<file path="config.mk">
export PLATFORM = sky130hd
export DESIGN_NAME = sh7604_mac_ctrl_flat
export DESIGN_NICKNAME = d
export VERILOG_FILES = /design/src/rtl/sh7604_mac_ctrl_if.sv /design/src/rtl/sh7604_mac_ctrl.sv /design/src/flat_wrapper.sv
export SDC_FILE = /design/constraint.sdc
export NUM_CORES = 1
export LEC_CHECK = 0
export ABC_AREA = 1
export BUFFER_PORTS_ARGS = -buffer_cell sky130_fd_sc_hd__buf_2
export CAP_MARGIN = 20
export CORE_MARGIN = 5
export CORE_UTILIZATION = 37
export CTS_CLUSTER_DIAMETER = 60
export DETAILED_ROUTE_END_ITERATION = 16
export PLACE_DENSITY = 0.84
export SYNTH_ARGS = -nofsm -noshare
export SYNTH_HDL_FRONTEND = slang
export SYNTH_SLANG_ARGS = --single-unit
</file>
<file path="constraint.sdc">
create_clock -name CLK -period 1.8 [get_ports CLK]
set_input_delay 0.09 -clock CLK [delete_from_list [all_inputs] [get_ports CLK]]
set_output_delay 0.09 -clock CLK [all_outputs]
set_load 0.1 [all_outputs]
</file>
<file path="src/rtl/sh7604_mac_ctrl_if.sv">
// Handshake and datapath bundle between the CPU pipeline (master) and the
// MAC sequencer (slave).
//   CE_R                       rising-phase clock enable
//   REQ/OP/SAT/TGT             op request, op code, saturate flag, LDS target
//   OPND_VALID/OPND_DI         operand word valid and data
//   RD_REQ/RD_SEL              STS read request and source
//   ACK/OPND_TAKE/RD_OK        request accepted, operand consumed, read granted
//   STALL/BUSY                 pipeline stall, op in flight
//   MAC_SEL/MAC_OP/MAC_S       multiplier register select, op code, saturate
//   MAC_WE/MAC_DI              multiplier write enable and write data
interface sh7604_mac_ctrl_if;
  logic        CE_R;
  logic        REQ;
  logic [3:0]  OP;
  logic        SAT;
  logic [1:0]  TGT;
  logic        OPND_VALID;
  logic [31:0] OPND_DI;
  logic        RD_REQ;
  logic [1:0]  RD_SEL;
  logic        ACK;
  logic        OPND_TAKE;
  logic        RD_OK;
  logic        STALL;
  logic        BUSY;
  logic [1:0]  MAC_SEL;
  logic [3:0]  MAC_OP;
  logic        MAC_S;
  logic        MAC_WE;
  logic [31:0] MAC_DI;

  modport master (
    output CE_R, REQ, OP, SAT, TGT, OPND_VALID, OPND_DI, RD_REQ, RD_SEL,
    input  ACK, OPND_TAKE, RD_OK, STALL, BUSY, MAC_SEL, MAC_OP, MAC_S,
           MAC_WE, MAC_DI
  );

  modport slave (
    input  CE_R, REQ, OP, SAT, TGT, OPND_VALID, OPND_DI, RD_REQ, RD_SEL,
    output ACK, OPND_TAKE, RD_OK, STALL, BUSY, MAC_SEL, MAC_OP, MAC_S,
           MAC_WE, MAC_DI
  );
endinterface

</file>
<file path="src/rtl/sh7604_mac_ctrl.sv">
// SH7604 MAC unit sequencer: accepts multiply/accumulate ops, steps them
// through one or two operand-write phases, then waits out the multiplier
// latency before returning to idle. STS reads are granted only while idle.
//   CLK  system clock (rising edge)
//   RST  synchronous active-high reset
//   bus  sh7604_mac_ctrl_if slave modport (request, operand, read and
//        multiplier control signals)
module sh7604_mac_ctrl (
  input  logic               CLK,
  input  logic               RST,
  sh7604_mac_ctrl_if.slave   bus
);

  localparam int unsigned OP_W  = 4;
  localparam int unsigned SEL_W = 2;
  localparam int unsigned CNT_W = 2;

  typedef enum logic [1:0] {
    ST_IDLE = 2'd0,
    ST_OPA  = 2'd1,
    ST_OPB  = 2'd2,
    ST_WAIT = 2'd3
  } state_e;

  state_e            state_q, state_d;
  logic [CNT_W-1:0]  cnt_q,   cnt_d;
  logic [OP_W-1:0]   op_q,    op_d;
  logic              sat_q,   sat_d;
  logic [SEL_W-1:0]  tgt_q,   tgt_d;

  logic              is_idle, in_phase, is_clr, we, ack, rd_ok;
  logic [SEL_W-1:0]  phase_sel, mac_sel;
  logic [CNT_W-1:0]  lat;

  // State register
  always_ff @(posedge CLK) begin
    if (RST) begin
      state_q <= ST_IDLE;
      cnt_q   <= '0;
      op_q    <= '0;
      sat_q   <= 1'b0;
      tgt_q   <= '0;
    end else begin
      state_q <= state_d;
      cnt_q   <= cnt_d;
      op_q    <= op_d;
      sat_q   <= sat_d;
      tgt_q   <= tgt_d;
    end
  end

  // Next state and control outputs
  always_comb begin
    state_d  = state_q;
    cnt_d    = cnt_q;
    op_d     = op_q;
    sat_d    = sat_q;
    tgt_d    = tgt_q;

    is_idle  = (state_q == ST_IDLE);
    in_phase = (state_q == ST_OPA) || (state_q == ST_OPB);
    is_clr   = (op_q == 4'b1111);

    // Multiplier latency left after the last operand write
    case (op_q)
      4'b0001, 4'b0010, 4'b0011, 4'b1001: lat = CNT_W'(2);
      4'b0110, 4'b0111, 4'b1011:          lat = CNT_W'(1);
      default:                            lat = CNT_W'(0);
    endcase

    // Register targeted by the current write phase
    case (state_q)
      ST_OPA:  phase_sel = 2'b01;
      ST_OPB:  phase_sel = (op_q == 4'b0100) ? tgt_q :
                           (is_clr ? 2'b11 : 2'b10);
      default: phase_sel = 2'b00;
    endcase

    // CLRMAC has no operand, so it writes without waiting for one
    we      = in_phase && (is_clr || bus.OPND_VALID);
    ack     = is_idle && bus.REQ && !bus.RD_REQ && bus.CE_R;
    rd_ok   = bus.RD_REQ && is_idle;
    mac_sel = in_phase ? phase_sel : (rd_ok ? bus.RD_SEL : 2'b00);

    if (bus.CE_R) begin
      case (state_q)
        ST_IDLE: begin
          if (ack) begin
            op_d  = bus.OP;
            sat_d = bus.SAT;
            tgt_d = bus.TGT;
            case (bus.OP)
              4'b0001, 4'b0010, 4'b0011, 4'b1001, 4'b1011: state_d = ST_OPA;
              4'b0100, 4'b0110, 4'b0111, 4'b1111:          state_d = ST_OPB;
              default:                                     state_d = ST_IDLE;
            endcase
          end
        end
        ST_OPA: begin
          if (we) state_d = ST_OPB;
        end
        ST_OPB: begin
          if (we) begin
            if (lat != '0) begin
              state_d = ST_WAIT;
              cnt_d   = lat;
            end else begin
              state_d = ST_IDLE;
            end
          end
        end
        ST_WAIT: begin
          cnt_d = cnt_q - CNT_W'(1);
          if (cnt_q == CNT_W'(1)) state_d = ST_IDLE;
        end
        default: state_d = ST_IDLE;
      endcase
    end
  end

  assign bus.ACK       = ack;
  assign bus.RD_OK     = rd_ok;
  assign bus.BUSY      = !is_idle;
  assign bus.STALL     = ((bus.REQ || bus.RD_REQ) && !is_idle) ||
                         (bus.REQ && bus.RD_REQ && is_idle);
  assign bus.MAC_WE    = we;
  assign bus.OPND_TAKE = we && bus.CE_R && !is_clr;
  assign bus.MAC_SEL   = mac_sel;
  assign bus.MAC_OP    = op_q;
  assign bus.MAC_S     = sat_q;
  assign bus.MAC_DI    = bus.OPND_DI;

endmodule
</file>
<file path="src/flat_wrapper.sv">
// flat-port wrapper written by rule: the top's interface ports become plain ports
module sh7604_mac_ctrl_flat 
  (CLK, RST, bus_CE_R, bus_REQ, bus_OP, bus_SAT, bus_TGT, bus_OPND_VALID, bus_OPND_DI, bus_RD_REQ, bus_RD_SEL, bus_ACK, bus_OPND_TAKE, bus_RD_OK, bus_STALL, bus_BUSY, bus_MAC_SEL, bus_MAC_OP, bus_MAC_S, bus_MAC_WE, bus_MAC_DI);
  sh7604_mac_ctrl_if bus_i ();
  input  logic CLK;
  input  logic RST;
  input wire logic [$bits(bus_i.CE_R)-1:0] bus_CE_R;
  input wire logic [$bits(bus_i.REQ)-1:0] bus_REQ;
  input wire logic [$bits(bus_i.OP)-1:0] bus_OP;
  input wire logic [$bits(bus_i.SAT)-1:0] bus_SAT;
  input wire logic [$bits(bus_i.TGT)-1:0] bus_TGT;
  input wire logic [$bits(bus_i.OPND_VALID)-1:0] bus_OPND_VALID;
  input wire logic [$bits(bus_i.OPND_DI)-1:0] bus_OPND_DI;
  input wire logic [$bits(bus_i.RD_REQ)-1:0] bus_RD_REQ;
  input wire logic [$bits(bus_i.RD_SEL)-1:0] bus_RD_SEL;
  output wire logic [$bits(bus_i.ACK)-1:0] bus_ACK;
  output wire logic [$bits(bus_i.OPND_TAKE)-1:0] bus_OPND_TAKE;
  output wire logic [$bits(bus_i.RD_OK)-1:0] bus_RD_OK;
  output wire logic [$bits(bus_i.STALL)-1:0] bus_STALL;
  output wire logic [$bits(bus_i.BUSY)-1:0] bus_BUSY;
  output wire logic [$bits(bus_i.MAC_SEL)-1:0] bus_MAC_SEL;
  output wire logic [$bits(bus_i.MAC_OP)-1:0] bus_MAC_OP;
  output wire logic [$bits(bus_i.MAC_S)-1:0] bus_MAC_S;
  output wire logic [$bits(bus_i.MAC_WE)-1:0] bus_MAC_WE;
  output wire logic [$bits(bus_i.MAC_DI)-1:0] bus_MAC_DI;
  assign bus_i.CE_R = bus_CE_R;
  assign bus_i.REQ = bus_REQ;
  assign bus_i.OP = bus_OP;
  assign bus_i.SAT = bus_SAT;
  assign bus_i.TGT = bus_TGT;
  assign bus_i.OPND_VALID = bus_OPND_VALID;
  assign bus_i.OPND_DI = bus_OPND_DI;
  assign bus_i.RD_REQ = bus_RD_REQ;
  assign bus_i.RD_SEL = bus_RD_SEL;
  assign bus_ACK = bus_i.ACK;
  assign bus_OPND_TAKE = bus_i.OPND_TAKE;
  assign bus_RD_OK = bus_i.RD_OK;
  assign bus_STALL = bus_i.STALL;
  assign bus_BUSY = bus_i.BUSY;
  assign bus_MAC_SEL = bus_i.MAC_SEL;
  assign bus_MAC_OP = bus_i.MAC_OP;
  assign bus_MAC_S = bus_i.MAC_S;
  assign bus_MAC_WE = bus_i.MAC_WE;
  assign bus_MAC_DI = bus_i.MAC_DI;
  sh7604_mac_ctrl u_core (.CLK(CLK), .RST(RST), .bus(bus_i));
endmodule
</file>
==> results by group, run 1 <==
GRT
  – Grt ovf: 0
  – First-pass GRT wire length: around 3600 um
  – Largest net degree at the start of global routing: 12
  – Initial antenna violation count: 0
  – Total Routing Usage GR: between 10% and 20%
  – Vias in the first global route: ~820

Routing
  – Residual DRC: 0
  – Drt via density: approximately 4.7
  – Post-Route WL: roughly 2200 um
  – DR vias: about 850
  – Met3 WL: 187 um
  – Antenna Nets Post-Route: 0
  – Drt wl/cell: 12.0 um
  – Top Metal Used: met4
  – M1 WL: 891 um
  – Met2 routed WL: about 1000 um
  – Initial DRC Count: 20
  – Pre-antenna DRT Iters: 4

Worst setup path
  – CP Class: reg -> out
  – CP startpoint kind: flop
  – Worst-path fanout max: 4
  – Critical Path RT: around 1.7 ns
  – Crit end category: primary output
  – Critical path arrival: between 1.5 and 2 ns

Hold path
  – Hold Crit Class: in -> reg

Yosys
  – Share of the synthesized area in the top cell type: roughly a quarter
  – Mapped Cells: 150
  – Synth cell types: 23
  – Synth top area cells: buf_4 23%, dfxtp_1 21%, ha_1 7.3%, inv_1 7.3%, nand2_1 6.6%
  – Synth area leader: buf_4
  – Yosys reg bits: 11
  – Ys Warns: 0
  – Syn avg cell area: approximately 6.8 um^2
  – Net count after synthesis: 203
  – Sequential-to-total area share from yosys stat: 21.5%
  – Post-Syn Area: approximately 0.001 mm^2

STA
  – Fmax: 0.592 GHz
  – Min Tclk post-route: around 1.7 ns
  – Period utilization: between 90% and 100%
  – Worst Max-Slew Pin Slew: 0.491 ns
  – Final clock skew: around 0.0090 ns
  – Worst hold slack: around 0.062 ns
  – Final hold vios: 0
  – Worst setup margin: between 0.1 and 0.15 ns
  – Setup TNS: 0 ns
  – Setup violations, final: 0
  – Fin. max-slew vios: 0
  – RSZ-0062 raised after global routing: true
  – Rel. slew slack: about two thirds

Clock tree
  – Clock transition at path regs: 0.08 ns
  – CTS H-tree lvls: 1
  – CTS Sinks: 11
  – CTS Root Buffer Type: clkbuf_4
  – Clk_lat worst skew: about 0.27 ns
  – CTS tree: done
  – Deepest clock path buffer count: 2
  – Num CTS Buffers: 3

Floorplan
  – Row cnt: 19
  – Chip width: 62.7 um
  – Initial Util: 37.9%
  – Die Y: 62.7 um
  – Core outline area: 0.00271 mm^2
  – I/O pins: 92
  – DIE AREA: 0.00393 mm^2

Placement
  – Cell count after placement: 176
  – Pre-CTS setup slack: between 0.3 and 0.4 ns
  – Final Wtd Congestion: between 0.7 and 0.8
  – IO buf count: 27
  – Post-DP HPWL: approximately 1800 um

Finish
  – Most frequent cells in the layout: 23 x buf_2, 17 x nor2_1, 16 x nand2_1
  – Layout cell share with drive strength beyond 1: between 40% and 50%
  – Final #Nets: a little over 200
  – # diodes: 0
  – Area growth, synth to finish: 8.29%
  – Leading cell type in the layout, fill and taps excluded: buf_2
  – Post-route non-filler standard cell count: about 180

Pwr
  – Worst VDD drop: around 2000 uV
  – Pwr/cell area: 2010 mW/mm^2
  – Lkg Pwr: ~0.5 nW
  – Clk pwr share: ~7.6%
  – Sw frac: 62.4%
  – Internal cell power: 0.000839 W
  – Flop pwr share: between 10% and 20%
  – Sw power: between 0.001 and 0.0015 W
  – Comb pwr share: 77.2%

Status
  – Status: completed

Run
  – Max Cap Violations: 0
-- cells in the mapped netlist --
library cell	number
o21ai_1	1
nand4_1	2
nand2_1	18
o21ai_2	2
nand3_4	1
buf_4	32
a21oi_2	1
nand2_2	3
dfxtp_1	11
nand3_1	5
inv_1	20
maj3_1	1
nor2_1	18
nand3b_1	1
a22oi_1	1
o22ai_1	2
nand2_4	1
o21ai_0	13
o31ai_1	1
a21oi_1	8
clkbuf_1	1
nand3_2	1
ha_1	6
-- power by group through the flow --
stage	registers (W)	clock network, W	logic, W
global placement	0.000340	0	0.00169
global route	0.000346	0.000189	0.00182
CTS	0.000339	0.000174	0.00171
detailed placement	0.000344	0	0.00171
floorplan	0.000433	0	0.00163
finish	0.000339	0.000170	0.00172
-- sequential cells by signal (all words and copies together), names as in the netlist --
| signal | flops |
|---|---|
| u_core.tgt_q | 2 |
| u_core.bus.MAC_OP | 4 |
| u_core.state_q | 2 |
| u_core.cnt_q | 2 |
| u_core.bus.MAC_S | 1 |
-- worst paths after layout --
path	startpoint	to	slack, ns	cells past startpoint
worst max-delay path	u_core.state_q[0]	bus_OPND_TAKE	0.11	7
worst min register to register	u_core.cnt_q[1]	u_core.cnt_q[1]	0.46	2
worst min-delay path	bus_TGT[1]	u_core.tgt_q[1]	0.06	3
worst max register to register	u_core.state_q[0]	u_core.bus.MAC_OP[3]	0.41	7
-- cell families (layout without fill, tap and decap cells) --
kind of cell | Yosys count | in the layout | synth area share (%)
AND/OR/NAND/NOR | 50 | 50 | 23.2
adder cells (fa/ha/maj) | 7 | 7 | 8.29
flip-flops | 11 | 11 | 21.5
buffers and inverters | 53 | 53 | 31.1
AO/OA/AOI/OAI | 29 | 29 | 16.0
-- cell type report --
| cell class | instances | area, um^2 |
|---|---|---|
| Clock inverter | 1 | 5.00 |
| Multi-Input combinational cell | 86 | 529 |
| Timing Repair Buffer | 29 | 188 |
| Tap cell | 31 | 38.8 |
| Clock buffer | 3 | 22.5 |
| Inverter | 20 | 90.1 |
| Fill cell | 294 | 1600 |
| Sequential cell | 11 | 238 |
-- critical path, stage by stage (launching register included) --
cell and delay, ns:
dfxtp_2 0.36, inv_2 0.07, ha_4 0.30, nand2_4 0.06, clkinvlp_4 0.08, nand3_2 0.08, clkinvlp_4 0.07, clkbuf_4 0.31
-- metal layers --
layer / GRT usage (%) / vias to the layer above
met4: 9.28 / 0
met1: 11.5 / 366
met2: 18.5 / 35
met5: 0 / -
met3: 3.24 / 6
li1: - / 447
-- stage by stage --
stage                     area [um^2]  power [W]  util [%]
after CTS                        1100    0.00223      40.5
after global routing             1110    0.00235      41.0
after global placement           1060    0.00203      39.1
final                            1110    0.00223      41.0
after floorplan                  1090    0.00206         -
after detailed placement         1060    0.00205      39.1
-- repair_timing --
action / 4_1_cts / 5_1_grt
endpoints found under the hold margin: 1 / 0
hold buffers: 1 / 0
buffers inserted: 0 / 0
resized for setup: 0 / 5
setup endpoints to repair: 0 / 4
Power figures use the tool's default switching activity.
==> run 2: changes to the inputs <==
CORE_ASPECT_RATIO = 0.75   (was default)
==> run 2 against run 1 <==
Compared with the run above:
- hold slack lost 0.044 ns
- flip-flop and latch count is the same
- die area grew 0.28%
- fmax shrank 1.4%
- critical path depth shrank 1
- sequential power is essentially flat
- highest routed layer unchanged
- via count shrank 1.1%
- combinational power is essentially flat
- total power grew 2.6%
==> results by group, run 2 (synthesis gave the netlist of run 1 again) <==
Status
  – Status: completed

Pwr
  – Comb pwr share: between 70% and 80%
  – Internal cell power: ~0.0009 W
  – Worst VDD drop: 683 uV
  – Flop pwr share: approximately 15%
  – Lkg Pwr: around 0.50 nW
  – Sw frac: roughly three fifths
  – Clk pwr share: 10.7%
  – Sw power: 0.00139 W
  – Pwr/cell area: between 2000 and 2500 mW/mm^2

Clock tree
  – Clock transition at path regs: ~0.05 ns
  – CTS Root Buffer Type: clkbuf_8
  – Deepest clock path buffer count: 2
  – Num CTS Buffers: 3
  – CTS hold repair buffers: 0
  – CTS H-tree lvls: 1
  – Post_cts resized: 0
  – CTS Sinks: 11
  – Clk_lat worst skew: around 0.23 ns
  – Postcts setup bufs: 0
  – CTS tree: done

Worst setup path
  – Slowest cell delay on critical path: 0.43 ns
  – Cell depth of the worst flop-to-flop path: 8
  – CP Class: reg -> out
  – CP max stage cell: buf_2
  – Critical path arrival: 1.62 ns
  – Critical Path RT: between 1.5 and 2 ns
  – Worst-path fanout max: 4
  – Crit end category: primary output
  – CP startpoint kind: flop
  – Crit path cell chain: inv_2 -> ha_4 -> inv_1 -> nand3_1 -> o21ai_2 -> buf_2

STA
  – Final clock skew: 0.000462 ns
  – Rel. slew slack: between 60% and 70%
  – Fmax: 0.584 GHz
  – Fin. max-slew vios: 0
  – Period utilization: 95.2%
  – Min Tclk post-route: ~1.7 ns
  – RSZ-0062 raised after global routing: false
  – Setup violations, final: 0
  – Setup TNS: 0 ns
  – Final hold vios: 0
  – Worst Max-Slew Pin Slew: approximately 0.5 ns

Finish
  – Multi-input logic area: ~530 um^2
  – Layout cell share with drive strength beyond 1: ~40%
  – Register area: 238 um^2
  – # diodes: 0
  – Leading cell type in the layout, fill and taps excluded: buf_2
  – Final #Nets: 203
  – Max reg flops: 4
  – Fillers: slightly below 300
  – Post-route non-filler standard cell count: 185
  – Area growth, synth to finish: 8.78%
  – Most frequent cells in the layout: 24 x buf_2, 18 x nor2_1, 16 x nand2_1

Floorplan
  – I/O pins: just over 90
  – Core outline area: 0.00264 mm^2
  – Initial Util: approximately two fifths
  – Die Y: about 56 um
  – DIE AREA: roughly 0.0039 mm^2
  – Chip width: between 70 and 80 um
  – Row cnt: 16

GRT
  – Vias in the first global route: 811
  – Met2 Use GR: 15.6%
  – Initial antenna violation count: 0
  – Grt met3 use: 4.51%
  – Largest net degree at the start of global routing: 11
  – GRT busiest layer: met2
  – Global-route met1 utilization: 14.3%
  – Grt ovf: 0
  – First-pass GRT wire length: 3480 um
  – Total Routing Usage GR: a little over a tenth

Routing
  – Post-Route WL: between 2000 and 2500 um
  – Drt via density: between 4 and 5
  – DR vias: 845
  – Residual DRC: 0
  – Drt wl/cell: roughly 11 um
  – Pre-antenna DRT Iters: 2
  – Initial DRC Count: 32
  – Antenna Nets Post-Route: 0

Placement
  – Final Wtd Congestion: 0.819
  – Cell count after placement: about 180
  – IO buf count: 27
  – Post-DP HPWL: approximately 1700 um

Run
  – Max Cap Violations: 0

Hold path
  – Cells on Worst Hold Path: 2
  – Hold Crit Class: in -> reg
[run 2: cell types whose count changed in the layout (fill, tap and decap cells not counted), sizes merged]
cell         delta
dlygate4sd3     -1
clkinvlp        -1
inv             +1
buf             +1
clkinv          -1
[run 2: final cells by class]
type	count	area share (%)
repair buffers	28	15.7
multi-input cells	86	47.2
clock buffers	4	4.04
flip-flops and latches	11	21.3
well taps	36	4.04
inverters	20	7.74
[run 2: metrics by stage]
step | total power (W) | setup WS [ns] | utilization [%] | hold slack (ns) | cell area [um^2]
6_report | 0.00229 | 0.0872 | 42.2 | 0.0178 | 1120
5_1_grt | 0.00242 | 0.00775 | 42.2 | 0.0127 | 1120
4_1_cts | 0.00230 | 0.0425 | 42.0 | 0.0129 | 1110
3_5_place_dp | 0.00205 | 0.311 | 40.3 | 0.181 | 1070
3_3_place_gp | 0.00203 | 0.343 | 40.3 | 0.181 | 1070
2_1_floorplan | 0.00206 | -0.281 | - | 0.159 | 1090
[run 2: critical path, delay by kind of cell, from the launching register on]
family	cells	cell delay [ns]
flip-flops	1	0.34
AND/OR/NAND/NOR	1	0.10
AO/OA/AOI/OAI	1	0.06
adder cells (fa/ha/maj)	1	0.26
buffers and inverters	3	0.63
[run 2: metal layers]
layer  share of wire, %  vias up
met1                 49      375
li1                   -      444
met2                 41       24
met4               0.62        0
met5                  0        -
met3                9.5        2
[run 2: worst paths after layout]
check,from,to,slack [ns]
max,u_core.state_q[1],bus_MAC_SEL[1],0.09
min,RST,u_core.cnt_q[1],0.02
max reg2reg,u_core.state_q[1],u_core.state_q[0],0.36
min reg2reg,u_core.cnt_q[1],u_core.cnt_q[1],0.45
[run 2: power groups by stage]
stage | logic (W) | registers (W) | clock network, W
detailed placement | 0.00171 | 0.000344 | 0
finish | 0.00171 | 0.000341 | 0.000244
global placement | 0.00169 | 0.000341 | 0
floorplan | 0.00163 | 0.000433 | 0
CTS | 0.00171 | 0.000340 | 0.000256
global route | 0.00181 | 0.000347 | 0.000269
